### config.mk
export PLATFORM = sky130hd
export DESIGN_NAME = gelato_ifetch
export DESIGN_NICKNAME = d
export VERILOG_FILES = /design/src/rtl/gelato_ifetch.sv
export SDC_FILE = /design/constraint.sdc
export NUM_CORES = 1
export LEC_CHECK = 0
export CORE_ASPECT_RATIO = 0.6
export CORE_MARGIN = 3
export CORE_UTILIZATION = 44
export DETAILED_ROUTE_END_ITERATION = 16
export HOLD_SLACK_MARGIN = 0.05
export PLACE_DENSITY = 0.87
export SYNTH_ARGS = -nofsm -noshare
export SYNTH_HDL_FRONTEND = slang
export SYNTH_SLANG_ARGS = --single-unit
### constraint.sdc
create_clock -name clk -period 3.9 [get_ports clk]
set_clock_uncertainty 0.1 [all_clocks]
set_input_delay 0.78 -clock clk [delete_from_list [all_inputs] [get_ports clk]]
set_output_delay 0.78 -clock clk [all_outputs]
set_load 0.02 [all_outputs]
### src/rtl/gelato_ifetch.sv
// rtl/gelato_ifetch.sv - instruction-fetch unit between the fetch scheduler and decode
// One fetch in flight at a time; a flushed request whose response is still owed is swallowed in DRAIN.
module gelato_ifetch #(
  parameter int ADDR_WIDTH      = 32,
  parameter int INST_WIDTH      = 32,
  parameter int WARP_NUM_WIDTH  = 5,
  parameter int SPLIT_NUM_WIDTH = 5
) (
  input  logic                       clk,
  input  logic                       rst_n,

  output logic                       fs_ready,
  input  logic                       fs_valid,
  input  logic [ADDR_WIDTH-1:0]      fs_pc,
  input  logic [WARP_NUM_WIDTH-1:0]  fs_warp_num,
  input  logic [SPLIT_NUM_WIDTH-1:0] fs_split_num,
  input  logic                       flush,

  output logic                       imem_req_valid,
  output logic [ADDR_WIDTH-1:0]      imem_req_addr,
  input  logic                       imem_req_ready,
  input  logic                       imem_rsp_valid,
  input  logic [INST_WIDTH-1:0]      imem_rsp_data,

  output logic                       dec_valid,
  input  logic                       dec_ready,
  output logic [INST_WIDTH-1:0]      dec_inst,
  output logic [ADDR_WIDTH-1:0]      dec_pc,
  output logic [WARP_NUM_WIDTH-1:0]  dec_warp_num,
  output logic [SPLIT_NUM_WIDTH-1:0] dec_split_num,
  output logic                       dec_fault
);

  typedef enum logic [2:0] {
    S_IDLE  = 3'd0,
    S_REQ   = 3'd1,
    S_WAIT  = 3'd2,
    S_OUT   = 3'd3,
    S_DRAIN = 3'd4
  } state_e;

  state_e                     state_q, state_d;
  logic [ADDR_WIDTH-1:0]      pc_q, pc_d;
  logic [WARP_NUM_WIDTH-1:0]  warp_q, warp_d;
  logic [SPLIT_NUM_WIDTH-1:0] split_q, split_d;
  logic [INST_WIDTH-1:0]      inst_q, inst_d;
  logic                       fault_q, fault_d;

  logic fs_hs;
  logic misaligned;

  // fs_ready is the only output allowed to see an input (flush) combinationally.
  assign fs_ready   = rst_n && (state_q == S_IDLE) && !flush;
  assign fs_hs      = fs_valid && fs_ready;
  assign misaligned = (fs_pc[1:0] != 2'b00);

  always_comb begin
    state_d = state_q;
    pc_d    = pc_q;
    warp_d  = warp_q;
    split_d = split_q;
    inst_d  = inst_q;
    fault_d = fault_q;

    unique case (state_q)
      S_IDLE: begin
        if (fs_hs) begin
          pc_d    = fs_pc;
          warp_d  = fs_warp_num;
          split_d = fs_split_num;
          if (misaligned) begin
            fault_d = 1'b1;
            inst_d  = '0;
            state_d = S_OUT;
          end else begin
            fault_d = 1'b0;
            state_d = S_REQ;
          end
        end
      end

      S_REQ: begin
        // An accepted request still owes a response, so a flush must wait it out.
        if (flush) begin
          state_d = imem_req_ready ? S_DRAIN : S_IDLE;
        end else if (imem_req_ready) begin
          state_d = S_WAIT;
        end
      end

      S_WAIT: begin
        if (flush) begin
          state_d = imem_rsp_valid ? S_IDLE : S_DRAIN;
        end else if (imem_rsp_valid) begin
          inst_d  = imem_rsp_data;
          state_d = S_OUT;
        end
      end

      S_OUT: begin
        if (flush || dec_ready) begin
          state_d = S_IDLE;
        end
      end

      S_DRAIN: begin
        if (!flush && imem_rsp_valid) begin
          state_d = S_IDLE;
        end
      end

      default: begin
        state_d = S_IDLE;
      end
    endcase
  end

  always_ff @(posedge clk or negedge rst_n) begin
    if (!rst_n) begin
      state_q <= S_IDLE;
      pc_q    <= '0;
      warp_q  <= '0;
      split_q <= '0;
      inst_q  <= '0;
      fault_q <= 1'b0;
    end else begin
      state_q <= state_d;
      pc_q    <= pc_d;
      warp_q  <= warp_d;
      split_q <= split_d;
      inst_q  <= inst_d;
      fault_q <= fault_d;
    end
  end

  assign imem_req_valid = (state_q == S_REQ);
  assign imem_req_addr  = imem_req_valid ? pc_q : '0;

  assign dec_valid     = (state_q == S_OUT);
  assign dec_inst      = inst_q;
  assign dec_pc        = pc_q;
  assign dec_warp_num  = warp_q;
  assign dec_split_num = split_q;
  assign dec_fault     = fault_q;

endmodule

# Word level (Yosys, flattened, before mapping)
# Cells that the tools add are included.
dict set report totals {
  reg_bits 78
  memories 0
  input_bits 81
  out_inout_bits 110
  romBits 0
  latch_bits 0
  mem_bits_rw 0
}
dict set report op_classes {
  addsub 0
  bitwise_logic 0
  n_shift 0
  mux 18
  n_lt_le_gt_ge 0
  mul 0
  n_reduce_logical 12
  n_div 0
  eq_ne 12
}
# op n
set op_table {}
lappend op_table {{32-bit 2-to-1 mux} 5}
lappend op_table {{32-bit case mux with 2 select lines} 1}
lappend op_table {{3-bit 2-to-1 mux} 9}
lappend op_table {{3-bit case mux with 5 select lines} 1}
lappend op_table {{2-bit inequality test (second input constant)} 5}
lappend op_table {{5-bit AND reduction} 2}
lappend op_table {{3-bit by 2-bit == test with 1-bit output (second input constant)} 2}
lappend op_table {{1-bit logical AND} 4}
lappend op_table {{2-bit nonzero test} 2}
lappend op_table {{3-bit by 1-bit == test with 1-bit output (second input constant)} 1}
lappend op_table {{3-bit == test (second input constant)} 1}
lappend op_table {{3-bit zero test} 1}
lappend op_table {{3-bit by 2-bit inequality test with 1-bit output (second input constant)} 1}
lappend op_table {{3-bit inequality test (second input constant)} 1}
lappend op_table {{2-bit 2-to-1 mux} 1}
lappend op_table {{2-bit by 1-bit inequality test with 1-bit output (second input constant)} 1}
lappend op_table {{2-bit AND reduction} 1}
lappend op_table {{1-bit zero test} 1}
lappend op_table {{1-bit logical OR} 1}
lappend op_table {{1-bit 2-to-1 mux} 1}

# Longest topological paths before layout
# Gate-level depths: netlist of the first run.
dict set report depth {
  word_depth 6
  mapped_depth 7
}

# Worst setup path before layout of the first run
# OpenSTA, ideal clock, no wires.
dict set report synth_path {
  kind {register to output}
  start {register state_q[0]}
  end {output port imem_req_addr[23]}
  n_path_buf 2
  path_stages_with_launch 6
  slack_ns 1.640
  required_ns 3.020
  t_arrival_ns 1.380
  cell_sequence {dfrtp_1 buf_6 bufinv_8 nor3_4 buf_2 and2_1}
}
dict set report synth_between {
  elab_chain_len 2
}
# item line_no
set synth_lines {}
lappend synth_lines {{from (decl)} 42} ;# state_e state_q, state_d;
lappend synth_lines {{from (signal assigned)} 127} ;# state_q <= state_d;
lappend synth_lines {{3-bit by 1-bit == test with 1-bit output} 136} ;# assign imem_req_valid = (state_q == S_REQ);
lappend synth_lines {{via imem_req_valid} 19} ;# output logic imem_req_valid,
lappend synth_lines {{32-bit 2-to-1 mux} 137} ;# assign imem_req_addr = imem_req_valid ? pc_q : '0;
lappend synth_lines {{to (decl)} 20} ;# output logic [ADDR_WIDTH-1:0] imem_req_addr,
# The timed path passes the listed nets, and every way through them passes these cells.

# Worst setup path in the final report of the first run
dict set report layout_path {
  start {register state_q[0]}
  end {output port imem_req_addr[31]}
}
dict set report layout_between {
  elab_chain_len 2
}
# item line_no
set layout_lines {}
lappend layout_lines {{3-bit by 1-bit == test with 1-bit output} 136}
lappend layout_lines {{32-bit 2-to-1 mux} 137}
# Every way passes these cells.

==> summary.txt, run 1 <==
netlist area before placement: 3861 um^2
via total after detailed routing: 2,846
Min Clock Period, post-route: 3.390 ns
share of cells above drive strength 1: 14.52%
number of warnings printed during yosys synthesis: 0
worst hold slack after final layout: 0.2144 ns
hold-fix buffers at CTS: 0
ys async rst share: 100.0%
layout net count: 574
GRT Residual Overflow: 0
number of top-level pins: 191
CTS HTree Levels: 3
worst-path cell chain: bufinv_8 -> nor3_4 -> buf_4 -> and2_1 -> clkdlybuf4s50_1
setup slack, reg-to-reg: 1.74 ns
maximum ir drop on the vdd rail: 0.5018 mV
start-to-end type of the worst setup path: reg -> out
Seq/Total Area, Yosys: 50.55%
final std cell area, no fill: 6010 um^2
TritonCTS clock tree: yes
Area after DPL: 5732 um^2
number of antenna-violating nets in the routed design: 0
max-slew violation count: 0
RSZ-0062 raised after global routing: false
maximum single-stage delay on the critical path: 0.62 ns
synthesis-to-layout area growth: 55.64%
worst relative slew slack: 47.33%
total number of placement rows: 25
count of clock tree sinks: 78
mean cell area of the mapped netlist: 12.62 um^2
result of the run: completed
DIE WIDTH: 126.9 um
power density of the placed cells: 879.0 nW/um^2
root buffer cell: clkbuf_16
Setup violations, final: 0
total area of multi-input combinational cells: 1562 um^2
detailed-placement wirelength estimate: 7.357 mm
overall track demand over capacity in global routing: 19.95%
area of the die: 9972 um^2
register area: 1952 um^2
Pleak: 0.002535 uW
Post-synth top flop: dfrtp_1
filler cell count in the final layout: 562
First-pass DRT Iterations: 4
number of violations reported at the end of detailed-routing iteration 0: 75
TritonCTS Buffers: 9
final routed wirelength across all metal layers: 9.969 mm
via count of the first global-routing pass: 3,034
final cycle utilization of the critical path: 86.93%
data arrival time of the critical path: 2.51 ns
worst slew pin tran: 0.7901 ns
clock-pin slew on the worst setup and hold paths: 0.06 ns
clock latency on the worst-skew pair: 0.32 ns
initial antenna violation count: 0
final weighted congestion of routability-driven global placement: 0.8300
count of buffers inserted at the top-level ports: 190
Via density: 4.712
DRC violation count after routing: 0
final number of hold-violating endpoints: 0
total core area: 8195 um^2
Diodes inserted: 0
Cell variety after synth: 35
maximum number of pins on one net before global-route repair: 65
type of the worst min-delay path: in -> async
largest fanout on the critical path: 34
drt wl/cell: 16.50 um
kind of start point of the critical path: flop
Gates resized, CTS repair: 0
Max Clock Freq: 294.9 MHz
cell count after synthesis: 306
critical-path cell with the highest stage delay: clkdlybuf4s50_1
max-capacitance violation count: 0
type of element capturing the critical path: output pin
number of enable-type register cells in the synthesized netlist: 0
number of post-CTS setup repair buffers: 0
maximum clock insertion buffer count: 2
final sum of negative setup slack: 0 ns
floorplan die height: 78.56 um
net count after synthesis: 387
wire length of the first global-routing pass: 15.70 mm
post-synthesis register bit count: 78
effective utilization at floorplan: 47.11%
required time at the worst-slack endpoint: 3.02 ns
## flip-flops by register name (all words and copies together), names as in the netlist
| name | flops |
|---|---|
| dec_fault | 1 |
| state_q | 3 |
| dec_split_num | 5 |
| dec_warp_num | 5 |
| dec_pc | 32 |
| dec_inst | 32 |
## per-stage QoR
step	power [uW]	worst slack [ns]	utilization [%]	instances
finish	5282	0.5096	73.33	604
global route	5568	0.3769	73.33	604
CTS	5333	0.4843	73.33	604
detailed placement	4509	0.6498	69.94	590
global placement	4434	0.6732	69.94	590
floorplan	3248	1.640	-	306
## metal layers
metal	wire length (um)	GRT usage (%)	up-vias
met5	0	0	-
met4	61	4.069	0
met3	786	6.934	6
met2	4839	33.81	115
met1	4281	24.93	1363
li1	-	-	1362
## power by group
group	switching, uW	internal [uW]	leakage [uW]
combinational	1410	1550	0.00140
sequential	324	1210	0.000994
clock	307	484	0.000137
## critical path: cells and delay by family (launching register included)
family	cells	cell delay (ns)
DFF	1	0.59
and+or+nand+nor	2	0.36
buffers and inverters	3	1.22
## cells in the final DEF, fill, tap and decap left out, types with 2 or more instances in the layout
cell type and instances:
a21oi_1 3, and2_1 32, buf_4 4, clkbuf_16 9
clkdlybuf4s50_1 189, clkinv_2 3, dfrtp_1 78, inv_1 33
mux2_2 4, mux2_4 38, mux2i_1 34, nand2_1 35
nor2_1 6, nor2_4 2, nor3_4 2, o21ai_0 2
## area by class of cell
type	instances	area share, %
Sequential cell	78	32.48
Tap cell	108	2.249
Clock inverter	5	0.8745
Multi-Input combinational cell	176	25.98
Timing Repair Buffer	194	32.31
Clock buffer	9	3.748
Inverter	34	2.353
## kinds of logic after synthesis
group	share of synthesized area [%]
AO/OA/AOI/OAI	2.333
buffers and inverters	9.041
flip-flops	50.55
multiplexers	24.76
AND/OR/NAND/NOR	13.32
## cells in the mapped netlist, types with 2 or more instances
| master | n | area share, % |
|---|---|---|
| inv_1 | 33 | 3.2 |
| a21oi_1 | 3 | 0.39 |
| nor3_4 | 2 | 0.84 |
| nand2_1 | 35 | 3.4 |
| buf_6 | 12 | 3.5 |
| mux2i_1 | 34 | 8.8 |
| and2_1 | 32 | 5.2 |
| nor2_1 | 6 | 0.58 |
| mux2_4 | 38 | 15 |
| nor2_4 | 2 | 0.58 |
| o21ai_0 | 2 | 0.26 |
| mux2_2 | 4 | 1.2 |
| buf_12 | 3 | 1.6 |
| dfrtp_1 | 78 | 51 |
| clkbuf_1 | 2 | 0.19 |
## worst paths after layout
path / startpoint / endpoint / depth (start not counted)
max in group asynchronous: rst_n / dec_pc[19] / 2
setup reg to reg: state_q[1] / dec_inst[10] / 4
hold / removal: rst_n / dec_pc[27] / 1
hold reg to reg: dec_warp_num[1] / dec_warp_num[1] / 1
min in group clk: dec_warp_num[1] / dec_warp_num[1] / 1
setup / recovery: state_q[0] / imem_req_addr[31] / 5
Note: power is estimated with default switching activity, not from simulation.
==> run 2, diff against run 1 <==
--- a/config.mk
+++ b/config.mk
@@ -10,6 +10,7 @@
 export CORE_UTILIZATION = 44
 export DETAILED_ROUTE_END_ITERATION = 16
 export HOLD_SLACK_MARGIN = 0.05
+export MAX_ROUTING_LAYER = met4
 export PLACE_DENSITY = 0.87
 export SYNTH_ARGS = -nofsm -noshare
 export SYNTH_HDL_FRONTEND = slang
==> summary.txt, run 2 (synthesis gave the netlist of run 1 again) <==
power density of the placed cells: 877.9 nW/um^2 (was 879.0 nW/um^2)
clock-pin slew on the worst setup and hold paths: 0.06 ns (about the same)
critical-path cell with the highest stage delay: clkdlybuf4s50_1 (unchanged)
post-route total power: 5276 uW (was 5282 uW)
worst hold slack after final layout: 0.2156 ns (was 0.2144 ns)
type of element capturing the critical path: output pin (unchanged)
number of violations reported at the end of detailed-routing iteration 0: 86 (was 75)
final routed wirelength across all metal layers: 9.963 mm (was 9.969 mm)
top library cells by usage in the layout, fill and taps aside: clkdlybuf4s50_1 (189), dfrtp_1 (78), mux2_4 (38) (unchanged)
filler cell count in the final layout: 562 (unchanged)
final number of hold-violating endpoints: 0 (unchanged)
Min Clock Period, post-route: 3.385 ns (was 3.390 ns)
Via density: 4.714 (was 4.712)
Max Clock Freq: 295.4 MHz (was 294.9 MHz)
count of buffers inserted at the top-level ports: 190 (unchanged)
most common cell after layout, fill and taps aside: clkdlybuf4s50_1 (unchanged)
floorplan die height: 78.56 um (unchanged)
DRC violation count after routing: 0 (unchanged)
worst slew pin tran: 0.7877 ns (was 0.7901 ns)
effective utilization at floorplan: 47.11% (unchanged)
start-to-end type of the worst setup path: reg -> out (unchanged)
total number of placement rows: 25 (unchanged)
final core utilization: 73.33% (unchanged)
Setup violations, final: 0 (unchanged)
final sum of negative setup slack: 0 ns (unchanged)
Gates resized, CTS repair: 0 (unchanged)
clock latency on the worst-skew pair: 0.32 ns (about the same)
number of post-CTS setup repair buffers: 0 (unchanged)
worst-path cell chain: bufinv_8 -> nor3_4 -> buf_4 -> and2_1 -> clkdlybuf4s50_1 (unchanged)
max-slew violation count: 0 (unchanged)
Area after DPL: 5732 um^2 (unchanged)
detailed-placement wirelength estimate: 7.357 mm (unchanged)
DIE WIDTH: 126.9 um (unchanged)
First-pass DRT Iterations: 4 (unchanged)
number of antenna-violating nets in the routed design: 0 (unchanged)
synthesis-to-layout area growth: 55.64% (unchanged)
required time at the worst-slack endpoint: 3.02 ns (about the same)
Bufs and invs on worst path: 3 (unchanged)
worst relative slew slack: 47.49% (was 47.33%)
kind of start point of the critical path: flop (unchanged)
number of top-level pins: 191 (unchanged)
TritonCTS Buffers: 9 (unchanged)
final std cell area, no fill: 6010 um^2 (unchanged)
data arrival time of the critical path: 2.51 ns (about the same)
final cycle utilization of the critical path: 86.80% (was 86.93%)
TritonCTS clock tree: yes (unchanged)
largest fanout on the critical path: 34 (unchanged)
maximum clock insertion buffer count: 2 (unchanged)
Diodes inserted: 0 (unchanged)
type of the worst min-delay path: in -> async (unchanged)
max-capacitance violation count: 0 (unchanged)
total core area: 8195 um^2 (unchanged)
maximum number of pins on one net before global-route repair: 65 (unchanged)
maximum single-stage delay on the critical path: 0.62 ns (about the same)
count of clock tree sinks: 78 (unchanged)
share of cells above drive strength 1: 14.52% (unchanged)
kind of cell adding the most delay to the critical path: buffers and inverters (unchanged)
area of the die: 9972 um^2 (unchanged)
Pleak: 0.002535 uW (unchanged)
final weighted congestion of routability-driven global placement: 0.8427 (was 0.8300)
via total after detailed routing: 2,847 (was 2,846)
via count of the first global-routing pass: 3,046 (was 3,034)
initial antenna violation count: 0 (unchanged)
wire length of the first global-routing pass: 15.68 mm (was 15.70 mm)
layout net count: 574 (unchanged)
overall track demand over capacity in global routing: 20.52% (was 19.95%)
result of the run: completed (unchanged)
hold-fix buffers at CTS: 0 (unchanged)
drt wl/cell: 16.50 um (about the same)
RSZ-0062 raised after global routing: false (unchanged)
CTS HTree Levels: 3 (unchanged)
root buffer cell: clkbuf_16 (unchanged)
GRT Residual Overflow: 0 (unchanged)
maximum ir drop on the vdd rail: 0.5014 mV (was 0.5018 mV)
## run 2: cell counts in the layout (fill, tap and decap cells not counted)
Identical to the previous run, type by type.
## run 2: area by class of cell
class                      instances  area, um^2  area share (%)
clock buffer                       9       225.2           3.748
clock inverter                     5       52.55          0.8745
inverter                          34       141.4           2.353
multi-input combinational        176        1562           25.98
sequential                        78        1952           32.48
tap                              108       135.1           2.249
timing repair buffer             194        1942           32.31
## run 2: metal layers
metal / routed length [um] / GRT usage, % / up-vias / part of all wire, %
li1: - / - / 1362 / -
met1: 4413 / 25.81 / 1368 / 44
met2: 4828 / 33.76 / 110 / 48
met3: 654 / 5.642 / 7 / 6.6
met4: 67 / 4.069 / 0 / 0.67
met5: 0 / - / - / 0
## run 2: through the flow
stage,instances,worst slack [ns]
floorplan,306,1.640
global placement,590,0.6732
detailed placement,590,0.6498
CTS,604,0.4843
global route,604,0.3769
finish,604,0.5148
## run 2: worst paths after layout
kind | startpoint | to | slack (ns) | depth (start not counted)
worst min-delay path | rst_n | dec_pc[27] | 0.22 | 1
worst max register to register | state_q[1] | dec_inst[10] | 1.73 | 4
max in group asynchronous | rst_n | dec_pc[19] | 2.44 | 2
worst min register to register | dec_warp_num[1] | dec_warp_num[1] | 0.40 | 1
min in group clk | dec_warp_num[1] | dec_warp_num[1] | 0.40 | 1
worst max-delay path | state_q[0] | imem_req_addr[31] | 0.51 | 5
## run 2: power by group
group | switching [uW] | total, uW | internal (uW)
registers | 323 | 1530 | 1210
logic | 1410 | 2950 | 1550
clock network | 303 | 787 | 484
